<file path="src/rtl/systolic_pkg.sv">
// Shared types and width helpers for the systolic array
// and its result collector.
package systolic_pkg;

  typedef enum logic [1:0] {
    IDLE,
    CAPTURE,
    DRAIN
  } coll_state_e;

  function automatic int idx_w(input int n);
    return (n <= 1) ? 1 : $clog2(n);
  endfunction

  function automatic int elem_w(input int dw);
    return 2 * dw;
  endfunction

endpackage

</file>
<file path="src/rtl/systolic_result_collector.sv">
// Collects N result rows from the systolic array and
// drains them element by element over valid/ready.
module systolic_result_collector
  import systolic_pkg::*;
#(
  parameter  int DATAWIDTH = 16,
  parameter  int N_SIZE    = 5,
  localparam int IDXW      = idx_w(N_SIZE),
  localparam int EW        = elem_w(DATAWIDTH)
) (
  input  logic                 clk,
  input  logic                 rst_n,
  input  logic                 valid_in,
  input  logic [N_SIZE*EW-1:0] row_in,
  output logic                 in_ready,
  output logic                 out_valid,
  input  logic                 out_ready,
  output logic [EW-1:0]        out_data,
  output logic [IDXW-1:0]      out_row,
  output logic [IDXW-1:0]      out_col,
  output logic                 out_last,
  output logic                 overflow,
  input  logic                 clear_err
);

  localparam logic [IDXW-1:0] LAST_IDX =
    IDXW'(N_SIZE - 1);

  coll_state_e     state_q;
  coll_state_e     state_d;
  logic [IDXW-1:0] row_cnt_q;
  logic [IDXW-1:0] row_cnt_d;
  logic [IDXW-1:0] rd_row_q;
  logic [IDXW-1:0] rd_row_d;
  logic [IDXW-1:0] rd_col_q;
  logic [IDXW-1:0] rd_col_d;
  logic [EW-1:0]   mem_q [N_SIZE][N_SIZE];
  logic            ovf_q;

  logic            wr_en;
  logic [IDXW-1:0] wr_row;
  logic            draining;
  logic            hs;
  logic            at_last;
  logic            col_wrap;
  logic            drop;

  assign draining = (state_q == DRAIN);
  assign hs       = draining && out_ready;
  assign at_last  = (rd_row_q == LAST_IDX) &&
                    (rd_col_q == LAST_IDX);
  assign col_wrap = (rd_col_q == LAST_IDX) &&
                    (rd_row_q != LAST_IDX);
  assign drop     = valid_in && draining;

  // Next-state, capture write enable and drain pointer
  always_comb begin
    state_d   = state_q;
    row_cnt_d = row_cnt_q;
    rd_row_d  = rd_row_q;
    rd_col_d  = rd_col_q;
    wr_en     = 1'b0;
    wr_row    = row_cnt_q;
    unique case (state_q)
      IDLE: begin
        if (valid_in) begin
          wr_en  = 1'b1;
          wr_row = '0;
          if (N_SIZE == 1) begin
            state_d   = DRAIN;
            row_cnt_d = '0;
          end else begin
            state_d   = CAPTURE;
            row_cnt_d = IDXW'(1);
          end
        end
      end
      CAPTURE: begin
        if (valid_in) begin
          wr_en = 1'b1;
          if (row_cnt_q == LAST_IDX) begin
            state_d   = DRAIN;
            row_cnt_d = '0;
          end else begin
            row_cnt_d = row_cnt_q + 1'b1;
          end
        end
      end
      DRAIN: begin
        if (hs) begin
          unique case (1'b1)
            at_last: begin
              state_d  = IDLE;
              rd_row_d = '0;
              rd_col_d = '0;
            end
            col_wrap: begin
              rd_col_d = '0;
              rd_row_d = rd_row_q + 1'b1;
            end
            default: begin
              rd_col_d = rd_col_q + 1'b1;
            end
          endcase
        end
      end
      default: begin
        state_d = IDLE;
      end
    endcase
  end

  // State, row counter and read pointer registers
  always_ff @(posedge clk or negedge rst_n) begin
    if (!rst_n) begin
      state_q   <= IDLE;
      row_cnt_q <= '0;
      rd_row_q  <= '0;
      rd_col_q  <= '0;
    end else begin
      state_q   <= state_d;
      row_cnt_q <= row_cnt_d;
      rd_row_q  <= rd_row_d;
      rd_col_q  <= rd_col_d;
    end
  end

  // Row-wide write into the result buffer
  always_ff @(posedge clk or negedge rst_n) begin
    if (!rst_n) begin
      for (int r = 0; r < N_SIZE; r++) begin
        for (int c = 0; c < N_SIZE; c++) begin
          mem_q[r][c] <= '0;
        end
      end
    end else if (wr_en) begin
      for (int c = 0; c < N_SIZE; c++) begin
        mem_q[wr_row][c] <= row_in[c*EW +: EW];
      end
    end
  end

  // Sticky drop flag; a new drop beats a clear
  always_ff @(posedge clk or negedge rst_n) begin
    if (!rst_n) begin
      ovf_q <= 1'b0;
    end else if (drop) begin
      ovf_q <= 1'b1;
    end else if (clear_err) begin
      ovf_q <= 1'b0;
    end
  end

  // Outputs come straight from flops (state, pointer,
  // buffer); data is zeroed outside DRAIN
  assign in_ready  = !draining;
  assign out_valid = draining;
  assign out_row   = rd_row_q;
  assign out_col   = rd_col_q;
  assign out_last  = draining && at_last;
  assign out_data  = draining ?
                     mem_q[rd_row_q][rd_col_q] : '0;
  assign overflow  = ovf_q;

endmodule
</file>
<file path="config.mk">
export PLATFORM = sky130hd
export DESIGN_NAME = systolic_result_collector
export DESIGN_NICKNAME = d
export VERILOG_FILES = /design/src/rtl/systolic_pkg.sv /design/src/rtl/systolic_result_collector.sv
export SDC_FILE = /design/constraint.sdc
export NUM_CORES = 1
export LEC_CHECK = 0
export ABC_AREA = 0
export BUFFER_PORTS_ARGS = -buffer_cell sky130_fd_sc_hd__buf_2
export CAP_MARGIN = 30
export CORE_ASPECT_RATIO = 2
export CORE_MARGIN = 3
export CORE_UTILIZATION = 61
export CTS_BUF_LIST = sky130_fd_sc_hd__clkbuf_4
export DETAILED_ROUTE_END_ITERATION = 6
export PLACE_DENSITY_LB_ADDON = 0.08
export SLEW_MARGIN = 10
export SYNTH_ARGS = -nofsm -noshare
export SYNTH_HDL_FRONTEND = slang
export SYNTH_SLANG_ARGS = --single-unit
</file>
<file path="constraint.sdc">
create_clock -name clk -period 3.45 [get_ports clk]
set_input_delay 0.69 -clock clk [delete_from_list [all_inputs] [get_ports clk]]
set_output_delay 0.69 -clock clk [all_outputs]
set_load 0.03 [all_outputs]
</file>
# Yosys cells after proc, flatten, opt, wreduce, memory -nomap -nowiden

Cells that the tools add are included.
W data, S select, Z words.

Flip-flop bits (word level): 812
Output and inout port bits: 42

Bitwise gates (word level): 3
Reductions and logical operators: 17
Multiplexer cells: 40
Equal/unequal tests: 11
Add/subtract/negate cells: 3
Magnitude comparators: 4

Operators with widths:

| kind                  | count |
|---|---|
| $bwmux W800           | 5 |
| $demux W160 S3        | 5 |
| $bmux W160 S3         | 1 |
| $mux W160             | 3 |
| $mux W128             | 1 |
| $mux W32              | 4 |
| $bmux W32 S3          | 1 |
| $mux W96              | 1 |
| $mux W64              | 1 |
| $mux W3               | 6 |
| $ge A4 B4 Y1 const B  | 3 |
| $not A3 Y4            | 3 |
| $pmux W3 S2           | 2 |
| $mux W2               | 5 |
| $add A3 B1 Y3 const B | 3 |
| $eq A3 B3 Y1 const B  | 3 |
| $logic_and A1 B1 Y1   | 6 |
| $ne A2 B2 Y1 const B  | 3 |
| $pmux W2 S3           | 1 |
| $reduce_and A3 Y1     | 2 |
| $reduce_bool A2 Y1    | 3 |
| $reduce_and A5 Y1     | 1 |
| $lt A4 B1 Y1 const B  | 1 |
| $mux W1               | 4 |
| 8 further kinds       | 10 |

# Longest topological paths before layout

Gate-level depths: netlist of run 1.

Depth in word-level cells: 12
Mapped depth: 8
Depth with buffers taken out: 6

# Worst setup path before layout of run 1

No wires, ideal clock.

Path kind: register to output
From: reg state_q[0]
To: out out_data[11]
Slack: 0.661 ns
Required time: 2.760 ns
Data arrival time: 2.099 ns
Stages on the path, launching flop included: 8
Cell sequence: dfrtp_1 -> buf_2 -> nand2b_1 -> inv_1 -> and4_1 -> clkbuf_1 -> o21ai_0 -> nand4_1

Longest elaborated chain between the ends: 2

Ends and longest elaborated chain:

| item                   | RTL line                         | source |
|---|---|---|
| start, declared        | systolic_result_collector.sv:29  | `coll_state_e state_q;` |
| start signal, assigned | systolic_result_collector.sv:121 | `state_q <= state_d;` |
| $eq A2 B2 Y1           | systolic_result_collector.sv:48  | `assign draining = (state_q == DRAIN);` |
| via out_valid          | systolic_result_collector.sv:16  | `output logic out_valid,` |
| $mux W32               | systolic_result_collector.sv:161 | `assign out_data = draining ?` |
| end, declared          | systolic_result_collector.sv:18  | `output logic [EW-1:0] out_data,` |

The timed path passes the listed nets, and every way through them passes these cells.

# Final worst setup path of run 1

From: reg rd_col_q[0], in the netlist out_col[0]
To: out out_data[28]

Longest elaborated chain between the ends: 5

Ends and longest elaborated chain:

| item                                        | RTL line                         | source |
|---|---|---|
| start, declared                             | systolic_result_collector.sv:35  | `logic [IDXW-1:0] rd_col_q;` |
| start signal, assigned                      | systolic_result_collector.sv:124 | `rd_col_q <= rd_col_d;` |
| $not A3 Y4 (not written as such)            | systolic_result_collector.sv:162 | `mem_q[rd_row_q][rd_col_q] : '0;` |
| $bmux W32 S3                                | systolic_result_collector.sv:162 |  |
| $mux W32 (not written as such) (2 in a row) | systolic_result_collector.sv:162 |  |
| $mux W32                                    | systolic_result_collector.sv:161 |  |

Every way passes these cells. The select of a mux whose other input is x is not followed.

==> flow_metrics.tcl, run 1 <==
set metrics [dict create \
    initial_core_util 0.6187 \
    cts.path.max_buffers 3 \
    areaGrowthSynthToFinish_pct 23.07 \
    placedCellCount 3559 \
    cts-root-buf "clkbuf_4" \
    place.gp.congestion 0.8510 \
    cts_made_buffers 180 \
    ff2ff_path_depth 6 \
    htree_levels 4 \
    cellInternalPower_uw 25370 \
    vdd_drop_max_v 0.001401 \
    finalNetCount 3401 \
    ys_async_sr_fraction 1.000 \
    core_sq_um 60070 \
    grt_first_pass_wirelength_mm 163.7 \
    synth_top_family_by_area "multiplexers" \
    violations "setup timing" \
    clk_pin_slew_worst_paths_ns 0.07 \
    hpwl_mm 61.91 \
    synth-edff-count 0 \
    p_per_area_nw_per_um2 813.6 \
    holdWs_ns 0.2724 \
    grt_pass1_vias 27920 \
    cp-start-kind "flop" \
    placed_area_sq_um 39340 \
    synth_top_area_frac 0.5468 \
    yosys_warnings 0 \
    pwr-share-seq 0.455 \
    antenna_found_initial 8 \
    final_area_sq_um 45740 \
    synth_xor_area_frac 0 \
    grtUsageTotal 0.3312 \
    cp_top_family "buffers and inverters" \
    synth_cell_types 38 \
    final_hold_viol_count 0 \
    cp_num_cells 9 \
    netlist_top_cells_count "dfrtp_1 (812), mux2_2 (500), mux2i_1 (384)" \
    critical_path.max_stage_delay_ns 0.51 \
    fin_util 0.7614 \
    cts.sinks 812 \
    path_cells "buf_12, buf_12, buf_8, buf_8, mux2i_2, a22oi_2, nand3_1, nand4_1, buf_6" \
    path_max_fanout 7 \
    post-route-min-period_ns 3.682 \
    synth_most_common_cell "dfrtp_1" \
    drive_above_1_share 0.3964 \
    drc 0 \
    fillers 3786 \
    fin_crit_sh 1.067 \
    slew_headroom 0.09795 \
    netlist_instances 2695 \
    drtIter0Drc 1732 \
    die_h_microns 355.1 \
    grt-ovfl-total 0 \
    crit_path_end_kind "output port" \
    report.final.setup_viol 32 \
    finalMaxSlewViolations 0 \
    avgViaCountPerCell 6.117 \
    grt_max_degree 161 \
    wl_mm 105.9 \
    vias 25370 \
    portBuffers 206 \
    crit_required_ns 2.76 \
    syn_area_sq_um 37160 \
    power_frac_clock 0.201 \
    synthAdderAreaFrac 0.002020 \
    worst_pin_slew_ns 1.353 \
    synthFlopType "dfrtp_1" \
    cts_tree "built" \
    synth_compound_area_frac 0.04471 \
    synthMuxAreaShare 0.3458 \
    yosysSeqAreaShare 0.5468 \
    synth_nets 2866 \
    rsz0062_at_grt "yes" \
    max_clock_freq_ghz 0.2716 \
    row_count 127 \
    dr.pass1.iters 6 \
    ys_seq_elements 812 \
    status "finished with violations" \
    swShare 0.3181 \
    die-area_sq_um 64100 \
    multi_input_area_sq_um 16560 \
    min_path_type "in2async" \
    synth-simple-area-share 0.03138 \
    finalNonFillerCells 4147 \
    avgSynthCellArea_sq_um 13.79 \
    critical_path_class "reg2out" \
    synth_area_leaders "dfrtp_1 (55%), mux2_2 (15%), mux2i_1 (10%), mux2_1 (9.1%), o22ai_1 (1.6%)" \
    power.switching_uw 11840 \
    timing.final.ws_setup_ns -0.2316 \
    comb_power_share 0.344 \
    arrival_ns 2.99 \
    place_worst_setup_slack_ns 0.2661 \
    antenna_left 0 \
    fin_skew_ns 0.03286 \
    critPathBufInv 5 \
    ios 207 \
    yosys.area.top_type "dfrtp_1" \
    maxCapViolations 0 \
    clk_latency_ns 0.96 \
    slowest_stage "dfrtp_4" \
    seqCellArea_sq_um 20330 \
    leakagePower_uw 0.01959 \
    avgRoutedWirePerCell_microns 25.55 \
    die_w_microns 180.5 \
]
cells by family after synthesis:
family	Yosys count
compound gates	273
fa+ha+maj	6
buf+inv	202
flops	812
mux	1184
simple gates	218
final cells by class:
class / instances / share of cell area
inverter: 9 / 0.0007934
antenna: 10 / 0.0005472
clock buffer: 280 / 0.04596
multi-input combinational: 1681 / 0.3621
tap: 774 / 0.02117
clock inverter: 35 / 0.004131
sequential: 812 / 0.4445
timing repair buffer: 546 / 0.1208
registers in the layout, summed over array words and instances, names as in the netlist:
register	count
out_row	3
out_col	3
state_q	2
row_cnt_q	3
overflow	1
mem_q	800
layer usage:
layer	global-route usage	share of wire	vias up
li1	-	-	11060
met3	0.07077	0.053	235
met4	0.1317	0.037	0
met1	0.4183	0.40	13270
met2	0.5608	0.51	801
met5	0	0	-
timing repair:
| action | in CTS | in global routing |
|---|---|---|
| gates cloned | 20 | 2 |
| hold buffers | 165 | 0 |
| pin swaps | 55 | 49 |
| endpoints found under the hold margin | 838 | 0 |
| buffers inserted | 48 | 30 |
| resized for setup | 270 | 113 |
| setup endpoints to repair | 32 | 32 |
path summary, 6_finish.rpt:
path | startpoint | to | slack [ns]
worst max-delay path | out_col[0] | out_data[28] | -0.23
worst min register to register | mem_q[230] | mem_q[230] | 0.49
max in group asynchronous | rst_n | mem_q[610] | 2.01
min in group clk | mem_q[230] | mem_q[230] | 0.49
worst max register to register | state_q[1] | mem_q[271] | 0.61
worst min-delay path | rst_n | mem_q[209] | 0.27
metrics by stage:
stage               setup TNS [ns]  power [uW]
finish                      -3.600       37210
global route                -7.354       39390
detailed placement               0       28360
floorplan                        0       25080
CTS                         -6.333       36820
global placement                 0       27420
cell usage in the layout (no fill, tap or decap), types with 4 or more instances in the layout:
cell type	n
dlygate4sd3_1	165
inv_1	8
o21ai_1	36
clkinv_1	24
o21ai_2	48
dfrtp_1	805
mux2_2	500
inv_2	7
mux2i_2	18
ha_1	6
nand3_4	4
nand2_1	12
nor2_2	6
a22oi_2	22
clkbuf_4	280
nand2b_1	4
buf_6	41
buf_2	174
nor2_1	63
buf_8	7
mux2_1	300
o21ai_0	20
nand4_1	33
diode_2	10
o22ai_1	79
mux2i_4	11
buf_4	77
dfrtp_2	6
and2_1	32
a22oi_1	42
o22ai_2	16
buf_16	24
buf_12	54
mux2i_1	355
nand3_1	34
power groups by stage:
stage / sequential, uW / combinational (uW) / clock (uW)
floorplan: 16100 / 9020 / 0
global placement: 16600 / 10900 / 0
detailed placement: 17000 / 11400 / 0
CTS: 16800 / 12400 / 7660
global route: 17500 / 13800 / 8160
finish: 16900 / 12800 / 7480
(Power assumes the default switching activity.)
==> run 2: changes to the inputs <==
--- a/config.mk
+++ b/config.mk
@@ -10,7 +10,7 @@
 export CAP_MARGIN = 30
 export CORE_ASPECT_RATIO = 2
 export CORE_MARGIN = 3
-export CORE_UTILIZATION = 61
+export CORE_UTILIZATION = 25
 export CTS_BUF_LIST = sky130_fd_sc_hd__clkbuf_4
 export DETAILED_ROUTE_END_ITERATION = 6
 export PLACE_DENSITY_LB_ADDON = 0.08
==> run 2 against run 1 <==
The run still ends with setup timing left. Sequential power barely moved. First-iteration DRC count fell by 45%. Non-clock buffer count is 72 higher. Clock power is 9.8% higher. Critical path depth decreased by 1. Combinational power grew 5%. Via count fell by 0.15%. Sequential share of layout area is 2.5 points lower.
==> flow_metrics.tcl, run 2 (synthesis gave the netlist of run 1 again) <==
set metrics [dict create \
    cts_made_buffers 211 \
    violations "setup timing" \
    cp-start-kind "flop" \
    avgViaCountPerCell 4.697 \
    grt_pass1_vias 28210 \
    cts-root-buf "clkbuf_4" \
    fin_crit_sh 1.095 \
    dr.pass1.iters 4 \
    die_w_microns 278.6 \
    drc 0 \
    r2r_start "state_q[1]" \
    die-area_sq_um 153600 \
    initial_core_util 0.2521 \
    critical_path_class "reg2out" \
    max_clock_freq_ghz 0.2648 \
    slew_headroom 0.4288 \
    cts_tree "built" \
    placedCellCount 4734 \
    worst_pin_slew_ns 0.8568 \
    portBuffers 206 \
    finalNetCount 3504 \
    path_cells "buf_12, buf_4, nor2_4, buf_12, a22oi_1, nand3_1, nand4_1, buf_6" \
    grt_first_pass_wirelength_mm 196.9 \
    areaGrowthSynthToFinish_pct 30.33 \
    crit_top_cell "buf_12" \
    ff2ff_path_depth 6 \
    avgRoutedWirePerCell_microns 24.99 \
    row_count 199 \
    fin_skew_ns 0.05963 \
    drtIter0Drc 960 \
    largest_reg_flops 800 \
    cts.sinks 812 \
    clk_pin_slew_worst_paths_ns 0.06 \
    critical_path.max_stage_delay_ns 0.50 \
    vdd_drop_max_v 0.0003307 \
    cts.path.max_buffers 4 \
    hpwl_mm 84.95 \
    status "finished with violations" \
    place.gp.congestion 0.7324 \
    grt_max_degree 84 \
    regMostFlops "mem_q" \
    vias 25330 \
    drive_above_1_share 0.4151 \
    leakagePower_uw 0.02019 \
    fillers 14900 \
    finalMaxSlewViolations 0 \
    rsz0062_at_grt "yes" \
    final_hold_viol_count 0 \
    path_max_fanout 13 \
    post-route-min-period_ns 3.777 \
    p_per_area_nw_per_um2 794.5 \
    crit_required_ns 2.76 \
    min_path_type "in2async" \
    die_h_microns 551.2 \
    grt-ovfl-total 0 \
    slowest_stage "dfrtp_4" \
    timing.final.ws_setup_ns -0.3268 \
    antenna_left 0 \
    crit_path_end_kind "output port" \
    holdWs_ns 0.2852 \
    final_common_cell "dfrtp_1" \
    grtUsageTotal 0.1743 \
    finalNonFillerCells 5393 \
    regToRegSetupSlack_ns 0.84 \
    antenna_found_initial 41 \
    layout_common_cells "dfrtp_1 (806), mux2_2 (500), mux2i_1 (337)" \
    clk_latency_ns 1.10 \
    multi_input_area_sq_um 16670 \
    seqCellArea_sq_um 20340 \
    r2r-end "mem_q[280]" \
    maxCapViolations 0 \
    core_sq_um 147400 \
    wl_mm 134.8 \
    arrival_ns 3.09 \
    ios 207 \
    report.final.setup_viol 32 \
    htree_levels 4 \
]
-- run 2: layer usage --
metal / vias up / share of wire / GRT usage
met1: 13230 / 0.42 / 0.2104
met4: 22 / 0.027 / 0.05143
li1: 11280 / - / -
met2: 540 / 0.51 / 0.3110
met3: 251 / 0.046 / 0.03689
met5: - / 0.0011 / 0
-- run 2: how the worst max path moves through the flow --
stage,start,endpoint,slack (ns),cells past startpoint
3_3_place_gp,out_col[0],out_data[12],0.14,7
5_1_grt,out_col[0],out_data[9],-0.50,7
4_1_cts,out_col[0],out_data[13],-0.57,9
2_1_floorplan,state_q[0],out_data[11],0.66,7
6_report,out_row[0],out_data[1],-0.33,8
3_5_place_dp,out_col[0],out_data[12],0.14,7
-- run 2: through the flow --
stage                     setup WS [ns]    util  setup TNS [ns]  power [uW]  area [sq um]
after floorplan                  0.6611       -               0       25080         37160
after global placement           0.1362  0.2790               0       28210         41130
after detailed placement         0.1372  0.2790               0       28800         41130
after CTS                       -0.5738  0.3224          -15.14       38670         47520
after global routing            -0.4991  0.3285          -13.64       41180         48410
final                           -0.3268  0.3286          -7.449       38480         48430
-- run 2: what timing repair did --
| action | 4_1_cts | 5_1_grt |
|---|---|---|
| setup buffers | 74 | 35 |
| pin swaps | 52 | 53 |
| gates resized for setup | 300 | 111 |
| hold buffers | 165 | 0 |
| cloned | 19 | 9 |
| hold endpoints to repair | 854 | 0 |
| endpoints found under the setup margin | 33 | 32 |
-- run 2: final cells by class --
cell class / instances / area share
Clock inverter: 30 / 0.002971
Tap cell: 1909 / 0.04932
Timing Repair Buffer: 618 / 0.1334
Clock buffer: 312 / 0.04836
Antenna cell: 22 / 0.001137
Sequential cell: 812 / 0.4199
Multi-Input combinational cell: 1681 / 0.3442
Inverter: 9 / 0.0006975
-- run 2: power breakdown --
part           switching (uW)  internal, uW
Combinational            5790          7560
Clock                    4070          4140
Sequential               2580         14300
Total                   12400         26000
-- run 2: worst max-delay path: cells and delay by family (launching register included) --
family / cells / cell delay (ns)
buffers and inverters: 4 / 0.76
DFF: 1 / 0.50
AOI/OAI and AO/OA: 1 / 0.15
and+or+nand+nor: 3 / 0.59
==> run 3: changes to the inputs <==
--- a/config.mk
+++ b/config.mk
@@ -14,6 +14,7 @@
 export CTS_BUF_LIST = sky130_fd_sc_hd__clkbuf_4
 export DETAILED_ROUTE_END_ITERATION = 6
 export PLACE_DENSITY_LB_ADDON = 0.08
+export SETUP_SLACK_MARGIN = 0.5
 export SLEW_MARGIN = 10
 export SYNTH_ARGS = -nofsm -noshare
 export SYNTH_HDL_FRONTEND = slang
==> run 3 against run 2 <==
The run still ends with setup timing left. Combinational power about the same. Via count up 0.38%. Critical path depth up 1. Register-to-register slack worse by 0.04 ns. Worst hold slack worse by 0.0020 ns. Critical endpoint unchanged. Design area up 0.57%. Global-route usage about the same. Die area unchanged. Sequential power about the same. Clock power about the same. Setup slack worse by 0.095 ns.
==> flow_metrics.tcl, run 3 (synthesis gave the netlist of run 1 again) <==
set metrics [dict create \
    slew_headroom 0.4302 \
    hpwl_mm 84.95 \
    timing.final.ws_setup_ns -0.4220 \
    leakagePower_uw 0.02030 \
    grtUsageTotal 0.1743 \
    avgRoutedWirePerCell_microns 24.98 \
    fin_tns_setup_ns -9.330 \
    grt_use_met1 0.2099 \
    cts.path.max_buffers 4 \
    vdd_drop_max_v 0.0003147 \
    avgViaCountPerCell 4.707 \
    power_frac_clock 0.213 \
    drtIter0Drc 1046 \
    final_hold_viol_count 0 \
    grt-ovfl-total 0 \
    cp-startpoint "out_col[0]" \
    areaGrowthSynthToFinish_pct 31.07 \
    crit_path_end_kind "output port" \
    power.switching_uw 12490 \
    core_sq_um 147400 \
    path_cells "buf_4, buf_12, buf_12, buf_16, mux2i_1, a22oi_1, nand3_1, nand4_1, buf_6" \
    ios 207 \
    post-route-min-period_ns 3.872 \
    rsz0062_at_grt "yes" \
    cellInternalPower_uw 26150 \
    max_clock_freq_ghz 0.2583 \
    report.final.setup_viol 32 \
    grt_busiest_layer "met2" \
    grt_pass1_vias 28190 \
    path_max_fanout 7 \
    dr.pass1.iters 5 \
    grt_use_met2 0.3118 \
    status "finished with violations" \
    slowest_stage "dfrtp_4" \
    cts_made_buffers 211 \
    die_h_microns 551.2 \
    die_w_microns 278.6 \
    crit_top_cell "buf_12" \
    finalMaxSlewViolations 0 \
    multi_input_area_sq_um 16730 \
    ff2ff_path_depth 6 \
    cts-root-buf "clkbuf_4" \
    grt_first_pass_wirelength_mm 197.0 \
    place.gp.congestion 0.7324 \
    wl_mm 134.9 \
    antenna_left 0 \
    fin_skew_ns 0.06094 \
    fin_crit_sh 1.122 \
    worst_pin_slew_ns 0.8547 \
    regToRegSetupSlack_ns 0.80 \
    use_met3 0.03685 \
    drc 0 \
    row_count 199 \
    regMostFlops "mem_q" \
    min_path_type "in2async" \
    seqCellArea_sq_um 20340 \
    fillers 14860 \
    vias 25430 \
    critical_path.max_stage_delay_ns 0.57 \
    cp-start-kind "flop" \
    cts_tree "built" \
    finalNetCount 3512 \
    layout_common_cells "dfrtp_1 (806), mux2_2 (500), mux2i_1 (339)" \
    die-area_sq_um 153600 \
    initial_core_util 0.2521 \
    final_common_cell "dfrtp_1" \
    arrival_ns 3.18 \
    violations "setup timing" \
    r2r_start "state_q[1]" \
    portBuffers 206 \
    htree_levels 4 \
    largest_reg_flops 800 \
    clk_latency_ns 1.11 \
    pwr-share-seq 0.439 \
    crit_required_ns 2.76 \
    power_uw 38650 \
    maxCapViolations 0 \
    r2r-end "mem_q[280]" \
    p_per_area_nw_per_um2 793.4 \
    comb_power_share 0.349 \
    critical_path_class "reg2out" \
    grt_max_degree 84 \
    cts.sinks 812 \
    swShare 0.3233 \
    drive_above_1_share 0.4147 \
    clk_pin_slew_worst_paths_ns 0.07 \
    antenna_found_initial 40 \
]
[run 3: critical path: cells and delay by family (launching register included)]
kind / cells / cell delay [ns]
mux: 1 / 0.15
flops: 1 / 0.57
simple gates: 2 / 0.45
buf+inv: 5 / 0.85
compound gates: 1 / 0.10
[run 3: worst max-delay path by stage]
stage | to | slack (ns) | cells past startpoint
after detailed placement | out_data[12] | 0.14 | 7
final | out_data[1] | -0.42 | 9
after global placement | out_data[12] | 0.14 | 7
after CTS | out_data[13] | -0.57 | 9
after global routing | out_data[5] | -0.59 | 9
after floorplan | out_data[11] | 0.66 | 7
[run 3: metrics by stage]
| stage | cell area, sq um | setup slack [ns] | instances | hold WS [ns] | util |
|---|---|---|---|---|---|
| 2_1_floorplan | 37160 | 0.6611 | 2695 | 0.3944 | - |
| 3_3_place_gp | 41130 | 0.1362 | 4734 | 0.4728 | 0.2790 |
| 3_5_place_dp | 41130 | 0.1372 | 4734 | 0.4802 | 0.2790 |
| 4_1_cts | 47580 | -0.5738 | 5335 | 0.1647 | 0.3228 |
| 5_1_grt | 48690 | -0.5891 | 5393 | 0.2404 | 0.3303 |
| 6_report | 48710 | -0.4220 | 5402 | 0.2832 | 0.3305 |
[run 3: layout make-up]
cell class,instances,share of cell area
clock buffers,312,0.04809
diodes,23,0.001182
inverters,9,0.0006936
multi-input cells,1681,0.3435
flip-flops and latches,812,0.4175
well taps,1909,0.04904
clock inverters,30,0.002954
repair buffers,626,0.1371
[run 3: metal layers]
metal | vias to the layer above | routed length [microns]
li1 | 11300 | -
met1 | 13290 | 56240
met2 | 553 | 68940
met3 | 260 | 5991
met4 | 22 | 3607
met5 | - | 140
[run 3: power groups by stage]
| stage | combinational, uW | clock [uW] | sequential, uW |
|---|---|---|---|
| after floorplan | 9020 | 0 | 16100 |
| after global placement | 11500 | 0 | 16700 |
| after detailed placement | 11800 | 0 | 17000 |
| after CTS | 13100 | 8770 | 16900 |
| after global routing | 14700 | 9150 | 17500 |
| final | 13500 | 8220 | 17000 |
[run 3: timing repair]
action,in CTS,in global routing
hold buffers,165,0
gates resized for setup,312,110
pin swaps,52,65
buffers inserted,75,35
gates cloned,19,9
hold endpoints to repair,854,0
setup endpoints to repair,38,34
